File: src/rtl/core_ctrl_pkg.sv
// Shared types and constants for the attention-pass sequencer core_ctrl.
// Optional feature macro: CORE_CTRL_NORM_EN (enables the ACC/DIV normalization states).
package core_ctrl_pkg;

  localparam int INST_W       = 19;
  localparam int CNT_W        = 8;
  localparam int ADDR_FIELD_W = 4;

  localparam logic [CNT_W-1:0] CNT_ONE = CNT_W'(1);

  // Instruction word bit positions.
  localparam int B_SFP_DIV  = 18;
  localparam int B_SFP_ACC  = 17;
  localparam int B_OFIFO_RD = 16;
  localparam int B_QK_ADDR  = 12;
  localparam int B_PS_ADDR  = 8;
  localparam int B_EXEC     = 7;
  localparam int B_LOAD     = 6;
  localparam int B_QMEM_RD  = 5;
  localparam int B_QMEM_WR  = 4;
  localparam int B_KMEM_RD  = 3;
  localparam int B_KMEM_WR  = 2;
  localparam int B_PMEM_RD  = 1;
  localparam int B_PMEM_WR  = 0;

`ifdef CORE_CTRL_NORM_EN
  localparam logic NORM_EN = 1'b1;
`else
  localparam logic NORM_EN = 1'b0;
`endif

  typedef enum logic [3:0] {
    IDLE  = 4'd0,
    Q_WR  = 4'd1,
    K_WR  = 4'd2,
    K_LD  = 4'd3,
    PAD   = 4'd4,
    Q_EX  = 4'd5,
    DRAIN = 4'd6,
    ACC   = 4'd7,
    DIV   = 4'd8,
    DONE  = 4'd9
  } state_t;

  // Place the low aw bits of a counter into a 4-bit address field; upper bits stay 0.
  function automatic logic [ADDR_FIELD_W-1:0] addr_field(input logic [CNT_W-1:0] c, input int aw);
    logic [ADDR_FIELD_W-1:0] f;
    f = '0;
    for (int i = 0; i < ADDR_FIELD_W; i++) begin
      if (i < aw) begin
        f[i] = c[i];
      end else begin
        f[i] = 1'b0;
      end
    end
    return f;
  endfunction

endpackage

File: src/rtl/core_ctrl_inst_enc.sv
// Combinational decode of sequencer state/counters into the 19-bit core instruction.
// Normalization bits [18:17] depend on CORE_CTRL_NORM_EN and are 0 when it is undefined.
module core_ctrl_inst_enc
  import core_ctrl_pkg::*;
#(
  parameter int NUM_Q  = 8,
  parameter int NUM_K  = 8,
  parameter int ADDR_W = 4
) (
  input  state_t             state,
  input  logic [CNT_W-1:0]   cnt,
  input  logic               phase,
  input  logic               pend,
  input  logic               rd_allow,
  input  logic               data_valid,
  input  logic               fifo_valid,
  output logic [INST_W-1:0]  inst
);

  logic [ADDR_FIELD_W-1:0] a;

  assign a = addr_field(cnt, ADDR_W);

  // Build the instruction word for the current state; strobes carry their address only while active.
  always_comb begin
    inst = '0;
    case (state)
      Q_WR: begin
        if (data_valid) begin
          inst[B_QMEM_WR] = 1'b1;
          inst[B_QK_ADDR +: ADDR_FIELD_W] = a;
        end else begin
          inst[B_QMEM_WR] = 1'b0;
        end
      end
      K_WR: begin
        if (data_valid) begin
          inst[B_KMEM_WR] = 1'b1;
          inst[B_QK_ADDR +: ADDR_FIELD_W] = a;
        end else begin
          inst[B_KMEM_WR] = 1'b0;
        end
      end
      K_LD: begin
        inst[B_LOAD] = 1'b1;
        // The extra final cycle only covers the K SRAM read latency.
        if (cnt < CNT_W'(NUM_K)) begin
          inst[B_KMEM_RD] = 1'b1;
          inst[B_QK_ADDR +: ADDR_FIELD_W] = a;
        end else begin
          inst[B_KMEM_RD] = 1'b0;
        end
      end
      Q_EX: begin
        inst[B_EXEC] = 1'b1;
        if (cnt < CNT_W'(NUM_Q)) begin
          inst[B_QMEM_RD] = 1'b1;
          inst[B_QK_ADDR +: ADDR_FIELD_W] = a;
        end else begin
          inst[B_QMEM_RD] = 1'b0;
        end
      end
      DRAIN: begin
        inst[B_OFIFO_RD] = fifo_valid & rd_allow;
        // A row read last cycle is written to psum memory now.
        if (pend) begin
          inst[B_PMEM_WR] = 1'b1;
          inst[B_PS_ADDR +: ADDR_FIELD_W] = a;
        end else begin
          inst[B_PMEM_WR] = 1'b0;
        end
      end
      ACC: begin
        if (cnt < CNT_W'(NUM_Q)) begin
          inst[B_PMEM_RD] = 1'b1;
          inst[B_PS_ADDR +: ADDR_FIELD_W] = a;
        end else begin
          inst[B_PMEM_RD] = 1'b0;
        end
        inst[B_SFP_ACC] = NORM_EN & (cnt != '0);
      end
      DIV: begin
        inst[B_PS_ADDR +: ADDR_FIELD_W] = a;
        if (phase) begin
          inst[B_SFP_DIV] = NORM_EN;
          inst[B_PMEM_WR] = 1'b1;
        end else begin
          inst[B_PMEM_RD] = 1'b1;
        end
      end
      default: begin
        inst = '0;
      end
    endcase
  end

endmodule

File: src/rtl/core_ctrl.sv
// Attention-pass sequencer: Q write, K write, K load, pad, Q execute, drain,
// and optional SFP normalization (enabled by macro CORE_CTRL_NORM_EN).
module core_ctrl
  import core_ctrl_pkg::*;
#(
  parameter int NUM_Q   = 8,
  parameter int NUM_K   = 8,
  parameter int ADDR_W  = 4,
  parameter int PAD_CYC = 10
) (
  input  logic              clk,
  input  logic              reset,
  input  logic              start,
  input  logic              data_valid,
  output logic              data_ready,
  input  logic              fifo_valid,
  output logic [INST_W-1:0] inst,
  output logic              busy,
  output logic              done
);

  state_t           state;
  logic [CNT_W-1:0] cnt;
  logic [CNT_W-1:0] rd_cnt;
  logic             phase;
  logic             pend;
  logic             rd_allow;
  logic             ofifo_rd;

  // Never pull more rows from the ofifo than the pass will write back.
  assign rd_allow = (rd_cnt < CNT_W'(NUM_Q));
  assign ofifo_rd = inst[B_OFIFO_RD];

  assign data_ready = (state == Q_WR) || (state == K_WR);
  assign busy       = (state != IDLE);
  assign done       = (state == DONE);

  core_ctrl_inst_enc #(
    .NUM_Q (NUM_Q),
    .NUM_K (NUM_K),
    .ADDR_W(ADDR_W)
  ) u_enc (
    .state     (state),
    .cnt       (cnt),
    .phase     (phase),
    .pend      (pend),
    .rd_allow  (rd_allow),
    .data_valid(data_valid),
    .fifo_valid(fifo_valid),
    .inst      (inst)
  );

  // Pass sequencing FSM; every counter is cleared when its state is entered.
  always_ff @(posedge clk or posedge reset) begin
    if (reset) begin
      state  <= IDLE;
      cnt    <= '0;
      rd_cnt <= '0;
      phase  <= 1'b0;
      pend   <= 1'b0;
    end else begin
      case (state)
        IDLE: begin
          if (start) begin
            state <= Q_WR;
            cnt   <= '0;
          end
        end
        Q_WR: begin
          if (data_valid) begin
            if (cnt == CNT_W'(NUM_Q - 1)) begin
              state <= K_WR;
              cnt   <= '0;
            end else begin
              cnt <= cnt + CNT_ONE;
            end
          end
        end
        K_WR: begin
          if (data_valid) begin
            if (cnt == CNT_W'(NUM_K - 1)) begin
              state <= K_LD;
              cnt   <= '0;
            end else begin
              cnt <= cnt + CNT_ONE;
            end
          end
        end
        K_LD: begin
          if (cnt == CNT_W'(NUM_K)) begin
            state <= PAD;
            cnt   <= '0;
          end else begin
            cnt <= cnt + CNT_ONE;
          end
        end
        PAD: begin
          if (cnt == CNT_W'(PAD_CYC - 1)) begin
            state <= Q_EX;
            cnt   <= '0;
          end else begin
            cnt <= cnt + CNT_ONE;
          end
        end
        Q_EX: begin
          if (cnt == CNT_W'(NUM_Q)) begin
            state  <= DRAIN;
            cnt    <= '0;
            rd_cnt <= '0;
            pend   <= 1'b0;
          end else begin
            cnt <= cnt + CNT_ONE;
          end
        end
        DRAIN: begin
          pend <= ofifo_rd;
          if (ofifo_rd) begin
            rd_cnt <= rd_cnt + CNT_ONE;
          end
          if (pend) begin
            if (cnt == CNT_W'(NUM_Q - 1)) begin
`ifdef CORE_CTRL_NORM_EN
              state <= ACC;
`else
              state <= DONE;
`endif
              cnt  <= '0;
              pend <= 1'b0;
            end else begin
              cnt <= cnt + CNT_ONE;
            end
          end
        end
        ACC: begin
          if (cnt == CNT_W'(NUM_Q)) begin
            state <= DIV;
            cnt   <= '0;
            phase <= 1'b0;
          end else begin
            cnt <= cnt + CNT_ONE;
          end
        end
        DIV: begin
          if (!phase) begin
            phase <= 1'b1;
          end else begin
            phase <= 1'b0;
            if (cnt == CNT_W'(NUM_Q - 1)) begin
              state <= DONE;
              cnt   <= '0;
            end else begin
              cnt <= cnt + CNT_ONE;
            end
          end
        end
        DONE: begin
          state <= IDLE;
          cnt   <= '0;
        end
        default: begin
          state <= IDLE;
          cnt   <= '0;
        end
      endcase
    end
  end

endmodule
File: config.mk
export PLATFORM = sky130hd
export DESIGN_NAME = core_ctrl
export DESIGN_NICKNAME = d
export VERILOG_FILES = /design/src/rtl/core_ctrl_pkg.sv /design/src/rtl/core_ctrl_inst_enc.sv /design/src/rtl/core_ctrl.sv
export SDC_FILE = /design/constraint.sdc
export NUM_CORES = 1
export LEC_CHECK = 0
export CORE_MARGIN = 3
export CORE_UTILIZATION = 47
export CTS_CLUSTER_SIZE = 30
export DETAILED_ROUTE_END_ITERATION = 7
export PLACE_DENSITY = 0.76
export SYNTH_ARGS = -nofsm -noshare
export SYNTH_HDL_FRONTEND = slang
export SYNTH_SLANG_ARGS = --single-unit
File: constraint.sdc
create_clock -name clk -period 2.07 [get_ports clk]
set_input_delay 0.3105 -clock clk [delete_from_list [all_inputs] [get_ports clk]]
set_output_delay 0.3105 -clock clk [all_outputs]
set_load 0.01 [all_outputs]
==> metrics.md <==
| Metric | Value |
|---|---|
| ANT nets after route | `0` |
| Crit path from | `cnt[7]` |
| I/O pin cnt | `27` |
| Worst hold path type | `in -> async` |
| Number of flops mapped to enable cells by yosys | `0` |
| First-pass GRT wire length | `9563 um` |
| CP endpoint | `inst[13]` |
| Max clock buf depth | `2` |
| Vias | `approximately 2000` |
| Placeable Area | `around 2900 um^2` |
| Peak VDD IR | `around 1.2 mV` |
| Combinational share of power | `0.782` |
| Unrepaired setup endpoints after global routing | `yes` |
| Final Hold Viols | `0` |
| Buf/Inv on CP | `2` |
| Via-to-Cell Ratio | `roughly 6.5` |
| Reg2reg start | `cnt[7]` |
| Pre-Repair DR Iteration Count | `5` |
| Die width | `~62 um` |
| Main flop type after synthesis | `dfrtp_1` |
| Worst r2r path cells | `6` |
| Nets | `~280` |
| Critical path depth | `7` |
| Worst-path fanout max | `2` |
| Layout cell share with drive strength beyond 1 | `0.5660` |
| H-tree levels | `1` |
| Root buffer cell | `clkbuf_4` |
| ANT cells | `0` |
| Hold-fix buffers, CTS | `0` |
| Setup ws final | `-0.4852 ns` |
| Most used cell, CP | `buf_6` |
| TritonCTS Buffers | `3` |
| Register area share after synthesis | `0.3679` |
| Mapped Cells | `between 150 and 200` |
| Total track usage | `0.3083` |
| Routability cong. | `~0.86` |
| Fin. max-slew vios | `0` |
| TritonCTS clock tree | `built` |
| Pin count of the biggest net entering global routing | `23` |
| Wire length per cell | `between 20 and 30 um` |
| Status | `complete, but fails checks` |
| Tot Pwr | `4.643 mW` |
| Sw Ratio | `0.4565` |
| Starting density of the core | `0.5160` |
| Ranking of synthesized cells by area | `dfrtp_1 37%, nor2_1 4.5%, and2_1 3.3%` |
| Pwr/cell area | `around 1700 nW/um^2` |
| CP Class | `reg -> out` |
| Synthesized flop and latch total | `22` |
| Top cell type's share of synthesized area | `0.3679` |
| Synthesized area | `~1500 um^2` |
| Internal | `2.524 mW` |
| Tcrit/Tclk final | `1.234` |
| Final Skew | `slightly above 0.004 ns` |
| Clock transition at path regs | `approximately 0.14 ns` |
| Max Cap Viol | `0` |
| Fillers | `99` |
| NetSw | `approximately 2.1 mW` |
| Setup Viol. Count Final | `27` |
| WP data required | `roughly 1.8 ns` |
| Synth Warn # | `0` |
| Post-synth ARST share | `1.000` |
| Failing checks | `negative setup slack` |
| Synth-to-layout area growth | `81.27%` |
| Clk pwr share | `0.077` |
| Initial antenna violation count | `0` |
| Initial DRC count | `approximately 210` |
| Top delay family on crit path | `simple AND/OR/NAND/NOR gates` |
| Die Height | `approximately 62 um` |
| Worst R2R End | `cnt[7]` |
| FF-to-FF setup slack | `-0.35 ns` |
| Clk Latency, worst-skew pair | `roughly 0.34 ns` |
| Total global routing overflow | `0` |
| Syn avg cell area | `8.803 um^2` |
| DRC | `0` |
| Core Util, Final | `0.9353` |
| Slowest stage delay, CP | `~0.55 ns` |
| Final hold slack | `between 0.3 and 0.4 ns` |
| Synth area leader | `dfrtp_1` |
| Floorplan row count | `19` |
| CP Capture Type | `primary output` |
| Number of I/O port buffers | `24` |
| Clk sink count | `22` |
| Die area | `3897 um^2` |
| Pleak | `~1.3 nW` |
| Post-layout minimum cycle time | `about 2.6 ns` |
| DP Worst Slack | `-0.5113 ns` |
| Vias in the first global route | `roughly 1900` |
| Part of the power in registers | `0.141` |
| Max Freq | `391.4 MHz` |
| Worst-path cell chain | `or4_4 -> o311ai_4 -> nand3_2 -> a21oi_4 -> buf_6 -> and2_4 -> buf_6` |
| Crit-path slowest cell | `or4_4` |
| Startpoint types | `flop` |
| Distinct cells, synth | `between 40 and 50` |
| Routed wire length | `between 7000 and 8000 um` |
| Worst path arrival time | `~2.2 ns` |
| DP HPWL | `3270 um` |
==> worst min-delay path by stage <==
stage / endpoint / slack [ns] / cells after the start
floorplan: cnt[0] / 0.30 / 1
global placement: rd_cnt[5] / 0.47 / 1
detailed placement: rd_cnt[4] / 0.47 / 1
CTS: rd_cnt[4] / 0.34 / 3
global route: rd_cnt[5] / 0.38 / 3
finish: rd_cnt[3] / 0.33 / 3
==> logic make-up after synthesis <==
family | after synthesis | synth area share
XOR/XNOR | 1 | 0.005854
multiplexers | 7 | 0.04850
AND/OR/NAND/NOR | 79 | 0.2893
buffers and inverters | 20 | 0.05518
adder cells (fa/ha/maj) | 4 | 0.03345
flip-flops | 22 | 0.3679
other | 1 | 0.002506
AO/OA/AOI/OAI | 36 | 0.1973
==> registers in the layout (all words and copies together) (netlist names) <==
signal  flops
cnt         8
pend        1
phase       1
rd_cnt      8
state       4
==> cells in the final DEF (no fill, tap or decap), types with 4 or more instances in the layout <==
cell             count
a22o_1               4
clkdlybuf4s50_1      4
nor2_1              14
and3_1               4
buf_2               11
buf_4               52
nor2b_1              7
and2_1               6
nand2b_1             6
ha_1                 4
dfrtp_1             22
nor3_2               4
clkbuf_2             5
inv_1                8
mux2i_1              4
buf_6               23
o21ai_2              4
nand2_1              9
==> synthesized netlist by cell type, types with 2 or more instances <==
master    count
a21oi_1       4
nand3_1       4
o31ai_1       2
a31o_2        2
o32ai_1       3
nor2b_1       7
mux2_2        2
and2_1        8
a22o_1        5
a21o_1        3
and3_1        5
o21ai_0       4
nor3_1        6
nor2_1       18
buf_4         2
or3_1         2
clkbuf_1      7
ha_1          4
or2_2         2
inv_1        11
nand2_1      10
dfrtp_1      22
nand2b_1      8
mux2i_1       5
==> cell type report <==
class                   count  area [um^2]  area share
inverters                  11        41.29     0.01522
repair buffers             99        827.0      0.3049
flip-flops and latches     22        550.5      0.2030
well taps                  42        52.55     0.01937
multi-input cells         129         1189      0.4382
clock buffers               3        22.52    0.008303
clock inverters             1        30.03     0.01107
==> worst min-delay path, delay by kind of cell <==
family	cells	cell delay, ns
buffers and inverters	3	0.77
==> through the flow <==
step	std cells	instance area (um^2)	setup TNS [ns]
floorplan	171	1500	-0.4912
global placement	268	2052	-3.447
detailed placement	268	2052	-4.294
CTS	293	2440	-3.365
global route	307	2713	-7.797
finish	307	2713	-5.818
==> power groups by stage <==
stage,clock network [mW],registers (mW),logic [mW]
2_1_floorplan,0,0.624,1.07
3_3_place_gp,0,0.637,1.89
3_5_place_dp,0,0.649,1.95
4_1_cts,0.343,0.624,2.70
5_1_grt,0.369,0.663,3.75
6_report,0.358,0.653,3.63
==> what timing repair did <==
item | CTS | global route
cloned | 1 | 1
setup endpoints to repair | 31 | 30
buffers inserted | 21 | 17
resized for setup | 110 | 52
pin swaps | 18 | 20
==> per-layer routing <==
metal | up-vias | track usage | part of all wire
met2 | 192 | 0.5579 | 0.47
met4 | 0 | 0.09917 | 0.096
met1 | 938 | 0.3697 | 0.35
met5 | - | 0 | 0
li1 | 798 | - | -
met3 | 73 | 0.05036 | 0.090
No activity file was read; power rests on OpenSTA's default activity.
